<file path="config.mk">
export PLATFORM = sky130hd
export DESIGN_NAME = vm_fetcher
export DESIGN_NICKNAME = d
export VERILOG_FILES = /design/src/rtl/vm_pkg.sv /design/src/rtl/vm_read_master.sv /design/src/rtl/vm_fetcher.sv
export SDC_FILE = /design/constraint.sdc
export NUM_CORES = 1
export LEC_CHECK = 0
export ABC_AREA = 0
export CORE_MARGIN = 2
export CORE_UTILIZATION = 41
export CTS_CLUSTER_DIAMETER = 50
export DETAILED_ROUTE_END_ITERATION = 16
export PLACE_DENSITY = 0.8
export SLEW_MARGIN = 15
export SYNTH_ARGS = -nofsm -noshare
export SYNTH_HDL_FRONTEND = slang
export SYNTH_SLANG_ARGS = --single-unit
</file>
<file path="constraint.sdc">
create_clock -name clk -period 2.2 [get_ports clk]
set_input_delay 0.66 -clock clk [delete_from_list [all_inputs] [get_ports clk]]
set_output_delay 0.66 -clock clk [all_outputs]
set_load 0.005 [all_outputs]
</file>
<file path="src/rtl/vm_pkg.sv">
// Shared types and address layout for the video-memory fetcher.
package vm_pkg;

  typedef enum logic [1:0] {
    BUS_IDLE    = 2'd0,
    BUS_REQ     = 2'd1,
    BUS_CAPTURE = 2'd2,
    BUS_GAP     = 2'd3
  } bus_state_t;

  typedef enum logic {
    KIND_LINE  = 1'b0,
    KIND_HISTO = 1'b1
  } kind_t;

  localparam int WORDS_DEFAULT = 256;

  localparam int ADDR_W        = 10;
  localparam int ADDR_KIND_BIT = 9;
  localparam int ADDR_BANK_BIT = 8;
  localparam int ADDR_WORD_MSB = 7;

  // Builds the request address from memory select, bank and word index.
  function automatic logic [ADDR_W-1:0] make_addr(input kind_t kind, input logic bank,
                                                  input logic [ADDR_WORD_MSB:0] word);
    logic [ADDR_W-1:0] a;
    a                   = '0;
    a[ADDR_KIND_BIT]    = kind;
    a[ADDR_BANK_BIT]    = bank;
    a[ADDR_WORD_MSB:0]  = word;
    return a;
  endfunction

endpackage

</file>
<file path="src/rtl/vm_read_master.sv">
// Single-word read handshake towards the video memory plus the output
// register that presents each fetched word to the downstream consumer.
module vm_read_master
  import vm_pkg::*;
(
  input  logic              clk,
  input  logic              rst,
  input  logic              i_start,
  input  logic [ADDR_W-1:0] i_addr,
  input  logic              i_last,
  input  logic              i_ack,
  input  logic [63:0]       i_rdata,
  input  logic              i_ready,
  output logic              o_bus_enable,
  output logic [ADDR_W-1:0] o_address,
  output logic              o_idle,
  output logic              o_word_done,
  output logic [63:0]       o_data,
  output logic              o_valid,
  output logic              o_kind,
  output logic              o_last
);

  bus_state_t  r_state;
  bus_state_t  w_next;
  logic [63:0] r_data;
  logic        r_valid;
  logic        r_kind;
  logic        r_last;

  // State register; reset drops any request that is in flight.
  always_ff @(posedge clk) begin
    if (!rst) r_state <= BUS_IDLE;
    else      r_state <= w_next;
  end

  // Next state and strobes; CAPTURE and GAP keep the enable low so the
  // edge-sensitive responder always sees a fresh rising edge per word.
  always_comb begin
    w_next       = r_state;
    o_bus_enable = 1'b0;
    o_word_done  = 1'b0;
    case (r_state)
      BUS_IDLE: begin
        if (i_start) w_next = BUS_REQ;
      end
      BUS_REQ: begin
        o_bus_enable = 1'b1;
        if (i_ack) begin
          o_word_done = 1'b1;
          w_next      = BUS_CAPTURE;
        end
      end
      BUS_CAPTURE: begin
        w_next = r_last ? BUS_IDLE : BUS_GAP;
      end
      BUS_GAP: begin
        if (!r_valid || i_ready) w_next = BUS_REQ;
      end
      default: w_next = BUS_IDLE;
    endcase
  end

  assign o_address = o_bus_enable ? i_addr : '0;
  assign o_idle    = (r_state == BUS_IDLE);

  // Output register: loaded in the ack cycle, held until the consumer takes it.
  always_ff @(posedge clk) begin
    if (!rst) begin
      r_data  <= '0;
      r_valid <= 1'b0;
      r_kind  <= 1'b0;
      r_last  <= 1'b0;
    end else if (o_word_done) begin
      r_data  <= i_rdata;
      r_kind  <= i_addr[ADDR_KIND_BIT];
      r_last  <= i_last;
      r_valid <= 1'b1;
    end else if (r_valid && i_ready) begin
      r_valid <= 1'b0;
    end
  end

  assign o_data  = r_data;
  assign o_valid = r_valid;
  assign o_kind  = r_kind;
  assign o_last  = r_last;

endmodule

</file>
<file path="src/rtl/vm_fetcher.sv">
// Watches the capture block's bank toggles and streams each completed
// line or histogram bank out of video memory, one word per handshake.
module vm_fetcher
  import vm_pkg::*;
#(
  parameter int WORDS = WORDS_DEFAULT
) (
  input  logic              clk,
  input  logic              rst,
  output logic [ADDR_W-1:0] vm_address,
  output logic              vm_bus_enable,
  output logic              vm_rw,
  input  logic              vm_acknowledge,
  input  logic [63:0]       vm_read_data,
  input  logic              status_which_line,
  input  logic              status_which_histo,
  output logic [63:0]       out_data,
  output logic              out_valid,
  input  logic              out_ready,
  output logic              out_kind,
  output logic              out_last,
  output logic              busy,
  output logic              overrun
);

  localparam logic [7:0] LAST_WORD = 8'(WORDS - 1);

  logic              r_line_q;
  logic              r_histo_q;
  logic              r_pend_line;
  logic              r_pend_histo;
  logic              r_bank_line;
  logic              r_bank_histo;
  kind_t             r_act_kind;
  logic              r_act_bank;
  logic [7:0]        r_word;
  logic              r_busy;
  logic              r_overrun;

  logic              w_line_evt;
  logic              w_histo_evt;
  logic              w_idle;
  logic              w_word_done;
  logic              w_start;
  kind_t             w_start_kind;
  logic              w_start_bank;
  logic              w_last;
  logic [ADDR_W-1:0] w_addr;

  assign w_line_evt   = status_which_line ^ r_line_q;
  assign w_histo_evt  = status_which_histo ^ r_histo_q;
  assign w_start_kind = r_pend_line ? KIND_LINE : KIND_HISTO;
  assign w_start_bank = r_pend_line ? r_bank_line : r_bank_histo;
  assign w_start      = w_idle && (r_pend_line || r_pend_histo) && (!out_valid || out_ready);
  assign w_last       = (r_word == LAST_WORD);
  assign w_addr       = make_addr(r_act_kind, r_act_bank, r_word);

  // Toggle copies track the inputs even in reset so release is event-free.
  always_ff @(posedge clk) begin
    r_line_q  <= status_which_line;
    r_histo_q <= status_which_histo;
  end

  // Pending flags and completed-bank latches; a new event always wins so the
  // newest bank is the one fetched next.
  always_ff @(posedge clk) begin
    if (!rst) begin
      r_pend_line  <= 1'b0;
      r_pend_histo <= 1'b0;
      r_bank_line  <= 1'b0;
      r_bank_histo <= 1'b0;
    end else begin
      if (w_line_evt) begin
        r_pend_line <= 1'b1;
        r_bank_line <= r_line_q;
      end else if (w_start && (w_start_kind == KIND_LINE)) begin
        r_pend_line <= 1'b0;
      end
      if (w_histo_evt) begin
        r_pend_histo <= 1'b1;
        r_bank_histo <= r_histo_q;
      end else if (w_start && (w_start_kind == KIND_HISTO)) begin
        r_pend_histo <= 1'b0;
      end
    end
  end

  // Transfer sequencer: latches kind/bank for the whole transfer and counts words.
  always_ff @(posedge clk) begin
    if (!rst) begin
      r_act_kind <= KIND_LINE;
      r_act_bank <= 1'b0;
      r_word     <= '0;
      r_busy     <= 1'b0;
    end else if (w_start) begin
      r_act_kind <= w_start_kind;
      r_act_bank <= w_start_bank;
      r_word     <= '0;
      r_busy     <= 1'b1;
    end else if (w_word_done) begin
      r_word <= r_word + 8'd1;
      if (w_last) r_busy <= 1'b0;
    end
  end

  // Sticky overrun: an event arrived for a bank still waiting or being fetched.
  always_ff @(posedge clk) begin
    if (!rst) begin
      r_overrun <= 1'b0;
    end else if ((w_line_evt && (r_pend_line || (r_busy && (r_act_kind == KIND_LINE)))) ||
                 (w_histo_evt && (r_pend_histo || (r_busy && (r_act_kind == KIND_HISTO))))) begin
      r_overrun <= 1'b1;
    end
  end

  vm_read_master u_master (
    .clk          (clk),
    .rst          (rst),
    .i_start      (w_start),
    .i_addr       (w_addr),
    .i_last       (w_last),
    .i_ack        (vm_acknowledge),
    .i_rdata      (vm_read_data),
    .i_ready      (out_ready),
    .o_bus_enable (vm_bus_enable),
    .o_address    (vm_address),
    .o_idle       (w_idle),
    .o_word_done  (w_word_done),
    .o_data       (out_data),
    .o_valid      (out_valid),
    .o_kind       (out_kind),
    .o_last       (out_last)
  );

  assign vm_rw   = vm_bus_enable;
  assign busy    = r_busy;
  assign overrun = r_overrun;

endmodule

</file>
==> metrics.txt <==
ys flop type dfxtp_1; Die Ht 93.0 um; Hold WS about 0.45 ns; Yosys Warn Count 0; Final Max Slew Viols 0; area share of xor/xnor cells in the synthesized design 0.0243; P per Cell Area between 800 and 900 nW/um^2; Compound-Gate Fraction of Synth Area 0.139; Clk Tree Root Cell clkbuf_8; hold path cells 2; worst hold start u_master.o_data[43]$_SDFFE_PN0P_; Fillers between 600 and 700; final hold viol count 0; simple-gate share of the synthesized area 0.231; post-synthesis mux area share 0.00617; fmax approximately 470 MHz; WL final 8350 um; CTS sink count 87; # port buffers 150; Largest register FFs 64; largest net degree at the start of global routing 47; post-synth cell types 30; Worst Path Max Fanout 7; later-pin clock latency in the skew report between 0.3 and 0.4 ns; IO Pins around 150; Critical Path RT between 1.5 and 2 ns; DP Wirelength 5890 um; routed len/inst 12.7 um; vias roughly 3,100; Mean Syn Cell Area about 8.1 um^2; leading cell type in the layout, fill and taps excluded nand2_1; core area around 7700 um^2; pre-CTS setup slack approximately 0.049 ns; CP Launch Type register; clk buf depth 2; initial antenna violation count 0; Pre-Repair DR Iteration Count 4; ant diodes 0; skew final 0.00914 ns; Seq/Total Area, Yosys 0.536; Pwr Total about 4.5 mW; Setup CP Type register to output port; vias in the first global route ~3,000; first-pass GRT wire length between 10,000 and 15,000 um; final setup margin about 0.067 ns; Global Route met1 Usage 0.218; most frequent cells in the layout nand2_1 (140), clkdlybuf4s50_1 (139), dfxtp_1 (85); Cell Area, Synth around 3200 um^2; CTS Buf Count 9; RR Endpoint r_word[7]$_SDFFE_PP0P_; H-tree Lvls 3; Reg2Reg Launch Point u_master.r_state[1]$_SDFFE_PN0P_; status completed; row count 32; hold crit path type register to register; Hold Buf Count CTS 0; Layout area overhead 59.1%; final setup fails 0; GR Layer Usage met2 0.327; crit share post-route 0.970; CP max stage cell clkdlybuf4s50_1; Max stage delay on crit path 0.49 ns; Syn Nets 477; setup TNS 0 ns; Critical Path, Cell by Cell inv_2, ha_4, buf_6, clkdlybuf4s50_1; Via density ~4.8; Placer Congestion approximately 0.86; largest vdd supply drop approximately 0.00042 V; M3 GR Usage 0.0814; Detailed Route Iter0 Violations 97; Max Cap Viol 0; Pleak approximately 1.9 nW; number of remaining DRC errors 0; CP endpoint kind output port; Synth Register Bits 87; Initial Util 0.422; Critical Path AT 1.47 ns; GRT Util Overall 0.192; setup repair after global routing missed its margin no; die area 8650 um^2; layout cells sized above 1 0.0737; hold endpoint u_master.o_data[43]$_SDFFE_PN0P_; R2R depth 8; asr flop ratio synth 0; clock transition at the registers of the reported paths roughly 0.08 ns; Die Width 93.0 um; ANT nets after route 0; min cycle time layout ~2.1 ns; TritonCTS clock tree yes; combinational family with the most area after synthesis simple AND/OR/NAND/NOR gates; worst slew pin tran between 0.5 and 0.6 ns; total gr overflow 0; Max transition margin 0.599; Gate Count Post-Synth between 400 and 500; grt peak-use layer met2; reg-to-reg slack, setup 0.51 ns; Nets 626; number of flops mapped to enable cells by yosys 0; Adder-Cell Fraction of Synth Area 0.0193
[worst max-delay path: cells and delay by family, from the launching register on]
kind	cells	cell delay, ns
DFF	1	0.33
buffers and inverters	3	0.68
adders and majority gates	1	0.13
[routing by layer]
metal / routed length (um) / part of all wire
met5: 0 / 0
met4: 93 / 0.011
met3: 740 / 0.089
met2: 4030 / 0.48
met1: 3490 / 0.42
[cell families after synthesis]
family	Yosys count
xor+xnor	9
fa+ha+maj	5
flops	87
simple gates	180
compound gates	87
mux	2
buf+inv	32
[through the flow]
stage | instances | util | cell area [um^2]
finish | 658 | 0.672 | 5170
global route | 658 | 0.672 | 5170
CTS | 658 | 0.673 | 5170
detailed placement | 639 | 0.637 | 4900
global placement | 639 | 0.637 | 4900
floorplan | 402 | - | 3250
[power by group]
| group | switching, mW | leakage (nW) | internal, mW |
|---|---|---|---|
| combinational | 0.591 | 1.07 | 0.740 |
| clock | 0.568 | 0.113 | 0.677 |
| sequential | 0.112 | 0.710 | 1.77 |
[final cells by class]
cell class / count / area [um^2] / share of cell area
flip-flops and latches: 87 / 1740 / 0.338
repair buffers: 163 / 1660 / 0.322
multi-input cells: 283 / 1380 / 0.267
clock buffers: 10 / 138 / 0.0266
well taps: 102 / 128 / 0.0247
clock inverters: 6 / 90.1 / 0.0174
inverters: 7 / 26.3 / 0.00509
[synthesized netlist by cell type, drive strengths merged (2+ instances only)]
library cell	instances	area (um^2)
inv	7	26.3
a21oi	75	375
dfxtp	87	1740
nor2	14	55.1
xnor2	4	35.0
ha	5	62.6
mux2i	2	20.0
nor2b	4	25.0
xor2	5	43.8
nand2	141	529
a211oi	2	15.0
o21ai	6	30.0
nand4	4	25.0
and2	11	68.8
clkbuf	12	45.0
buf	13	72.6
[worst max path at each step]
stage	start	endpoint	slack, ns
CTS	u_master.r_state[1]$_SDFFE_PN0P_	vm_address[9]	0.002
floorplan	u_master.r_state[1]$_SDFFE_PN0P_	vm_address[0]	0.50
global route	u_master.r_state[1]$_SDFFE_PN0P_	vm_address[9]	0.0001
global placement	u_master.r_state[1]$_SDFFE_PN0P_	vm_address[9]	0.11
detailed placement	u_master.r_state[1]$_SDFFE_PN0P_	vm_address[0]	0.05
finish	u_master.r_state[1]$_SDFFE_PN0P_	vm_bus_enable	0.07
[timing repair]
action                                  4_1_cts  5_1_grt
cloned                                        0        0
endpoints found under the setup margin       12        6
gates resized for setup                      22        7
setup buffers                                 3        0
No activity file was read; power rests on OpenSTA's default activity.
